**src/rtl/bht_ctrl_if.sv**
```systemverilog
// Fetch/resolve handshake between the pipeline (master) and the branch-history-table controller (slave).
interface bht_ctrl_if #(
  parameter int PC_WIDTH = 32
);
  logic                fetch_valid;
  logic                fetch_is_branch;
  logic [PC_WIDTH-1:0] fetch_pc;
  logic                pred_take;
  logic                fetch_stall;
  logic                resolve_valid;
  logic                resolve_taken;
  logic                flush;
  logic                mispredict;
  logic                mispredict_taken;

  modport master (
    output fetch_valid, fetch_is_branch, fetch_pc, resolve_valid, resolve_taken, flush,
    input  pred_take, fetch_stall, mispredict, mispredict_taken
  );

  modport slave (
    input  fetch_valid, fetch_is_branch, fetch_pc, resolve_valid, resolve_taken, flush,
    output pred_take, fetch_stall, mispredict, mispredict_taken
  );
endinterface

```
**src/rtl/bht_ctrl.sv**
```systemverilog
// Branch-history-table controller: 2-bit counters, in-order in-flight FIFO, registered mispredict.
// Optional gshare indexing is enabled by defining BHT_GSHARE_EN.
module bht_ctrl #(
  parameter int PC_WIDTH   = 32,
  parameter int INDEX_BITS = 6,
  parameter int FIFO_DEPTH = 4
) (
  input  logic                          clock,
  input  logic                          reset,
  bht_ctrl_if.slave                     bus,
  output logic                          ready,
  output logic [$clog2(FIFO_DEPTH):0]   occupancy,
  output logic                          err_underflow
);

  localparam int PTR_W = $clog2(FIFO_DEPTH);
  localparam int OCC_W = PTR_W + 1;
  localparam logic [OCC_W-1:0]      FULL_CNT = OCC_W'(FIFO_DEPTH);
  localparam logic [INDEX_BITS-1:0] LAST_IDX = '1;

  typedef enum logic {S_INIT, S_RUN} state_t;

  typedef struct packed {
    logic [INDEX_BITS-1:0] idx;
    logic                  pred;
  } fifo_entry_t;

  function automatic logic [1:0] sat_update(input logic [1:0] cnt, input logic taken);
    if (taken) return (cnt == 2'b11) ? cnt : cnt + 2'b01;
    else       return (cnt == 2'b00) ? cnt : cnt - 2'b01;
  endfunction

  state_t                state_q, state_d;
  logic [INDEX_BITS-1:0] sweep_q, sweep_d;
  logic                  ready_q, ready_d;
  logic                  mispredict_q, mispredict_d;
  logic                  mispredict_taken_q, mispredict_taken_d;
  logic                  err_q, err_d;
  logic [PTR_W-1:0]      wr_ptr_q, wr_ptr_d;
  logic [PTR_W-1:0]      rd_ptr_q, rd_ptr_d;
  logic [OCC_W-1:0]      count_q, count_d;

  logic [1:0]            table_q [2**INDEX_BITS];
  fifo_entry_t           fifo_q  [FIFO_DEPTH];

  logic [INDEX_BITS-1:0] lookup_idx;
  logic                  pred_take;
  fifo_entry_t           head;
  logic                  full, empty, running, branch_req, push, pop, clear;
  logic                  tbl_we, fifo_we;
  logic [INDEX_BITS-1:0] tbl_idx;
  logic [1:0]            tbl_data;

  // Only the index field of the PC feeds the table.
  logic pc_unused;
  assign pc_unused = ^{bus.fetch_pc[PC_WIDTH-1:INDEX_BITS+2], bus.fetch_pc[1:0]};

`ifdef BHT_GSHARE_EN
  logic [INDEX_BITS-1:0] ghr_q, ghr_d;

  assign lookup_idx = bus.fetch_pc[INDEX_BITS+1:2] ^ ghr_q;

  always_comb begin
    ghr_d = ghr_q;
    if (state_q == S_INIT) ghr_d = '0;
    else if (pop)          ghr_d = {ghr_q[INDEX_BITS-2:0], bus.resolve_taken};
  end

  always_ff @(posedge clock) begin
    if (reset) ghr_q <= '0;
    else       ghr_q <= ghr_d;
  end
`else
  assign lookup_idx = bus.fetch_pc[INDEX_BITS+1:2];
`endif

  // NOTE: every signal written here gets a default first, so no path can infer a latch.
  always_comb begin
    running    = (state_q == S_RUN);
    full       = (count_q == FULL_CNT);
    empty      = (count_q == '0);
    head       = fifo_q[rd_ptr_q];
    pred_take  = ready_q & table_q[lookup_idx][1];
    branch_req = bus.fetch_valid & bus.fetch_is_branch;
    pop        = running & bus.resolve_valid & ~empty;
    // A pop frees the slot, so a full FIFO still accepts a same-cycle push.
    push       = running & branch_req & (~full | pop);
    mispredict_d       = pop & (head.pred != bus.resolve_taken);
    mispredict_taken_d = mispredict_d & bus.resolve_taken;
    // Entries younger than a mispredicted branch are wrong-path; drop them with the flush.
    clear      = mispredict_d | bus.flush;

    state_d  = state_q;
    sweep_d  = sweep_q;
    ready_d  = ready_q;
    tbl_we   = 1'b0;
    tbl_idx  = sweep_q;
    tbl_data = 2'b00;
    case (state_q)
      S_INIT: begin
        tbl_we  = 1'b1;
        sweep_d = sweep_q + INDEX_BITS'(1);
        if (sweep_q == LAST_IDX) begin
          state_d = S_RUN;
          ready_d = 1'b1;
        end
      end
      S_RUN: begin
        if (pop) begin
          tbl_we   = 1'b1;
          tbl_idx  = head.idx;
          tbl_data = sat_update(table_q[head.idx], bus.resolve_taken);
        end
      end
      default: state_d = S_INIT;
    endcase

    fifo_we  = push & ~clear;
    wr_ptr_d = wr_ptr_q;
    rd_ptr_d = rd_ptr_q;
    count_d  = count_q;
    if (clear) begin
      wr_ptr_d = '0;
      rd_ptr_d = '0;
      count_d  = '0;
    end else begin
      if (push) wr_ptr_d = wr_ptr_q + PTR_W'(1);
      if (pop)  rd_ptr_d = rd_ptr_q + PTR_W'(1);
      case ({push, pop})
        2'b10:   count_d = count_q + OCC_W'(1);
        2'b01:   count_d = count_q - OCC_W'(1);
        default: count_d = count_q;
      endcase
    end

    err_d = err_q | (running & bus.resolve_valid & empty);
  end

  // NOTE: sequential state is updated with non-blocking assignments so every flop samples pre-edge values.
  always_ff @(posedge clock) begin
    if (reset) begin
      state_q            <= S_INIT;
      sweep_q            <= '0;
      ready_q            <= 1'b0;
      mispredict_q       <= 1'b0;
      mispredict_taken_q <= 1'b0;
      err_q              <= 1'b0;
      wr_ptr_q           <= '0;
      rd_ptr_q           <= '0;
      count_q            <= '0;
    end else begin
      state_q            <= state_d;
      sweep_q            <= sweep_d;
      ready_q            <= ready_d;
      mispredict_q       <= mispredict_d;
      mispredict_taken_q <= mispredict_taken_d;
      err_q              <= err_d;
      wr_ptr_q           <= wr_ptr_d;
      rd_ptr_q           <= rd_ptr_d;
      count_q            <= count_d;
    end
  end

  // NOTE: storage arrays carry no reset; the INIT sweep clears the table and count_q masks stale FIFO slots.
  always_ff @(posedge clock) begin
    if (tbl_we)  table_q[tbl_idx]  <= tbl_data;
    if (fifo_we) fifo_q[wr_ptr_q] <= '{idx: lookup_idx, pred: pred_take};
  end

  assign bus.pred_take        = pred_take;
  assign bus.fetch_stall      = ~ready_q | (full & branch_req & ~bus.resolve_valid);
  assign bus.mispredict       = mispredict_q;
  assign bus.mispredict_taken = mispredict_taken_q;
  assign ready                = ready_q;
  assign occupancy            = count_q;
  assign err_underflow        = err_q;

endmodule

```
**src/flat_wrapper.sv**
```systemverilog
// flat-port wrapper written by rule: the top's interface ports become plain ports
module bht_ctrl_flat 
#(
  parameter int PC_WIDTH   = 32,
  parameter int INDEX_BITS = 6,
  parameter int FIFO_DEPTH = 4
)
  (clock, reset, ready, occupancy, err_underflow, bus_fetch_valid, bus_fetch_is_branch, bus_fetch_pc, bus_resolve_valid, bus_resolve_taken, bus_flush, bus_pred_take, bus_fetch_stall, bus_mispredict, bus_mispredict_taken);
  bht_ctrl_if #(.PC_WIDTH(PC_WIDTH)) bus_i ();
  input  logic clock;
  input  logic reset;
  output logic ready;
  output logic [$clog2(FIFO_DEPTH):0] occupancy;
  output logic err_underflow;
  input wire logic [$bits(bus_i.fetch_valid)-1:0] bus_fetch_valid;
  input wire logic [$bits(bus_i.fetch_is_branch)-1:0] bus_fetch_is_branch;
  input wire logic [$bits(bus_i.fetch_pc)-1:0] bus_fetch_pc;
  input wire logic [$bits(bus_i.resolve_valid)-1:0] bus_resolve_valid;
  input wire logic [$bits(bus_i.resolve_taken)-1:0] bus_resolve_taken;
  input wire logic [$bits(bus_i.flush)-1:0] bus_flush;
  output wire logic [$bits(bus_i.pred_take)-1:0] bus_pred_take;
  output wire logic [$bits(bus_i.fetch_stall)-1:0] bus_fetch_stall;
  output wire logic [$bits(bus_i.mispredict)-1:0] bus_mispredict;
  output wire logic [$bits(bus_i.mispredict_taken)-1:0] bus_mispredict_taken;
  assign bus_i.fetch_valid = bus_fetch_valid;
  assign bus_i.fetch_is_branch = bus_fetch_is_branch;
  assign bus_i.fetch_pc = bus_fetch_pc;
  assign bus_i.resolve_valid = bus_resolve_valid;
  assign bus_i.resolve_taken = bus_resolve_taken;
  assign bus_i.flush = bus_flush;
  assign bus_pred_take = bus_i.pred_take;
  assign bus_fetch_stall = bus_i.fetch_stall;
  assign bus_mispredict = bus_i.mispredict;
  assign bus_mispredict_taken = bus_i.mispredict_taken;
  bht_ctrl #(.PC_WIDTH(PC_WIDTH), .INDEX_BITS(INDEX_BITS), .FIFO_DEPTH(FIFO_DEPTH)) u_core (.clock(clock), .reset(reset), .bus(bus_i), .ready(ready), .occupancy(occupancy), .err_underflow(err_underflow));
endmodule
```
**config.mk**
```make
export PLATFORM = sky130hd
export DESIGN_NAME = bht_ctrl_flat
export DESIGN_NICKNAME = d
export VERILOG_FILES = /design/src/rtl/bht_ctrl_if.sv /design/src/rtl/bht_ctrl.sv /design/src/flat_wrapper.sv
export SDC_FILE = /design/constraint.sdc
export NUM_CORES = 1
export LEC_CHECK = 0
export CAP_MARGIN = 15
export CORE_UTILIZATION = 50
export CTS_BUF_LIST = sky130_fd_sc_hd__clkbuf_4 sky130_fd_sc_hd__clkbuf_8
export CTS_CLUSTER_SIZE = 28
export DETAILED_ROUTE_END_ITERATION = 6
export GPL_TIMING_DRIVEN = 0
export PLACE_DENSITY = 0.78
export SYNTH_ARGS = -nofsm -noshare
export SYNTH_HDL_FRONTEND = slang
export SYNTH_SLANG_ARGS = --single-unit
```
**constraint.sdc**
```tcl
create_clock -name clock -period 7.83 [get_ports clock]
set_clock_uncertainty 0.15 [all_clocks]
set_input_delay 1.1745 -clock clock [delete_from_list [all_inputs] [get_ports clock]]
set_output_delay 1.1745 -clock clock [all_outputs]
set_load 0.02 [all_outputs]
```
==> reports/metrics.cfg <==
[place]
place_inst = 803
placed_area_sq_um = 8730
dpl.hpwl_mm = 13.4
gp_congestion = 0.912
port_buffers = 21

[status]
status = completed

[yosys]
post-synth-top-area-cell = edfxtp_1
synth_edf_count = 156
synth_top_area_share_pct = 57.5
synthTopCellsByArea = edfxtp_1 (57%), mux4_2 (9.1%), mux2i_1 (7.1%)
syn-num-nets = 609
syn_area_per_cell_sq_um = 14.5
ys_ff_latch = 176
ys_seq_area_share_pct = 62.4
syn-cell-area_sq_um = 8150
syn_inst = 563
yosysWarnings = 0
async_reset_ff_share_pct = 0
synth_top_flop_cell = edfxtp_1
synth_cell_type_count = 58

[drt]
drc = 0
drtPass1Iterations = 6
wirelength_mm = 19.5
wire_per_inst_um = 23.3
final_antenna_net_count = 0
vias = 5227
avgViaCountPerCell = 6.26
drtIter0Drc = 647

[finish]
fin_cells = 835
utilization_pct = 57.5
fillers = 1275
finalInstanceArea_sq_um = 9140
num_antenna_cells = 0
drive_above_1_share_pct = 16.2
area_growth_pct = 12.1
finish.net_count = 652

[sta]
slew_violations = 0
whs_ns = 0.350
setup_violations = 0
relSlewSlack_pct = 27.4
finalCritPeriodShare_pct = 85.4
fmax_mhz = 149
fin_setup_tns_ns = 0
hold_violations = 0
tightestPinTransition_ns = 1.09
period_minus_slack_ns = 6.69
rsz0062_at_grt = no

[cts]
cts_tree = yes
ctsHoldBuffers = 0
h-tree-depth = 4
clkLatencyLatePin_ns = 0.46
post_cts_resized = 0
cts_buffers = 17
cts.sinks = 176
root_buffer = clkbuf_8
post_cts_buffers = 0
clockBufferDepth = 2
clkTransAtPathRegs_ns = 0.08

[die]
core_area_sq_um = 15900
die_area_sq_um = 16800
io_pins = 48
row_count = 46
start_util_pct = 51.3
die_h_um = 130
die_x_um = 130

[global_route]
grt_max_degree = 47
grt-ovfl-total = 0
grt_pass1_vias = 5179
grt_pass1_wl_mm = 29.0
grt_antenna_before_repair = 0
track_usage_pct = 24.5

[worst_setup_path]
start_kind = input port
r2r-start = u_core.fifo_q[3][2]
r2r_slack_ns = 3.60
required_ns = 6.51
endpoint_kind = primary output
critPathMaxFanout = 10
worstRegToRegCells = 13
arrival_ns = 5.37
worstSetupPathType = input port to primary output
r2r-end = u_core.table_q[19][0]

[power_and_ir_drop]
ir_worst_vdd_uv = 126
p_per_area_nw_per_um2 = 188
leakagePower_nw = 2.70

[hold_path]
whs_path_depth = 2
hold_end = u_core.err_underflow
worstHoldStart = u_core.err_underflow
hp-class = flop to flop

[flow_run]
maxCapViolations = 0

-- how the worst max path moves through the flow --
stage / startpoint / endpoint / slack (ns)
final: bus_fetch_pc[2] / bus_pred_take / 1.14
after global routing: bus_fetch_pc[2] / bus_pred_take / 1.01
after CTS: bus_fetch_pc[2] / bus_pred_take / 1.15
after detailed placement: bus_fetch_pc[2] / bus_pred_take / 1.15
after global placement: flop / u_core.table_q[22][0] / -0.77
after floorplan: flop / u_core.table_q[0][0] / 1.95
-- layout make-up --
cell class                      instances  area, sq um  area share, %
Sequential cell                       176         5080           55.6
Multi-Input combinational cell        346         2860           31.3
Timing Repair Buffer                   24          285           3.12
Tap cell                              216          270           2.96
Clock buffer                           19          249           2.72
Buffer                                 31          188           2.05
Clock inverter                         13          161           1.77
Inverter                               10         37.5          0.411
-- synth_stat cells (all sizes together) (4+ instances only) --
cell	count
nand2b	5
dfxtp	20
o22ai	5
clkbuf	9
mux2i	58
mux4	34
edfxtp	156
buf	22
ha	6
nor2	92
nor3	6
nand4	4
inv	10
xor2	6
and2	5
nand3	11
xnor2	5
o31ai	4
nor2b	11
nand2	30
a211oi	8
mux2	9
a2111oi	4
or3	4
-- flip-flops by register name, indices dropped and copies added (netlist names), named ones only --
name / cells
u_core.table_q: 128
u_core.err_underflow: 1
u_core.occupancy: 3
u_core.rd_ptr_q: 2
u_core.bus.mispredict: 1
u_core.sweep_q: 6
u_core.bus.mispredict_taken: 1
u_core.fifo_q: 28
u_core.ready: 1
u_core.wr_ptr_q: 2
u_core.running: 1
-- worst max-delay path: stages --
cell and delay [ns]:
clkdlybuf4s50_1 0.57, buf_2 0.35, buf_1 0.85, mux4_2 0.62, mux4_2 0.53, mux4_2 0.49
and2_1 0.22, clkdlybuf4s50_1 0.55
-- cells by family (layout without fill, tap and decap cells) --
kind of cell	Yosys count	in the layout	synth area share, %
adders and majority gates	8	8	1.30
DFF	176	176	62.4
xor gates and xnor gates	11	11	1.18
and+or+nand+nor	179	179	9.92
muxes	101	101	17.9
AOI/OAI and AO/OA	47	47	4.60
buffers and inverters	41	97	2.76
-- stage by stage --
step | power, W | setup WS [ns]
floorplan | 0.00107 | 1.95
global placement | 0.00109 | -0.768
detailed placement | 0.00109 | 1.15
CTS | 0.00172 | 1.15
global route | 0.00176 | 1.01
finish | 0.00172 | 1.14
-- metal layers --
layer  GRT usage (%)  part of all wire [%]
met5               0                     0
met4            11.4                   2.8
met3            6.98                    11
met2            40.9                    50
met1            29.5                    37
-- power breakdown --
part | total [W] | internal (W) | switching [W]
sequential | 0.00102 | 0.00101 | 0.00000330
combinational | 0.0000568 | 0.0000201 | 0.0000367
clock | 0.000643 | 0.000324 | 0.000319
total | 0.00172 | 0.00136 | 0.000359
-- cell usage in the layout, fill, tap and decap left out, types with 4 or more instances in the layout --
| cell type | count |
|---|---|
| edfxtp_1 | 156 |
| or3_1 | 4 |
| nand4_1 | 4 |
| xor2_1 | 6 |
| mux2_2 | 6 |
| inv_1 | 10 |
| nand2b_1 | 5 |
| nor3_1 | 6 |
| nand3_1 | 11 |
| nor2b_1 | 11 |
| buf_4 | 7 |
| buf_6 | 5 |
| dfxtp_1 | 20 |
| and2_1 | 5 |
| nand2_1 | 30 |
| clkdlybuf4s50_1 | 21 |
| mux4_2 | 33 |
| buf_1 | 4 |
| ha_1 | 6 |
| buf_2 | 6 |
| xnor2_1 | 5 |
| clkbuf_8 | 17 |
| a211oi_1 | 7 |
| nor2_1 | 91 |
| o22ai_1 | 4 |
| clkbuf_1 | 9 |
| mux2i_1 | 58 |
(Power assumes the default switching activity.)
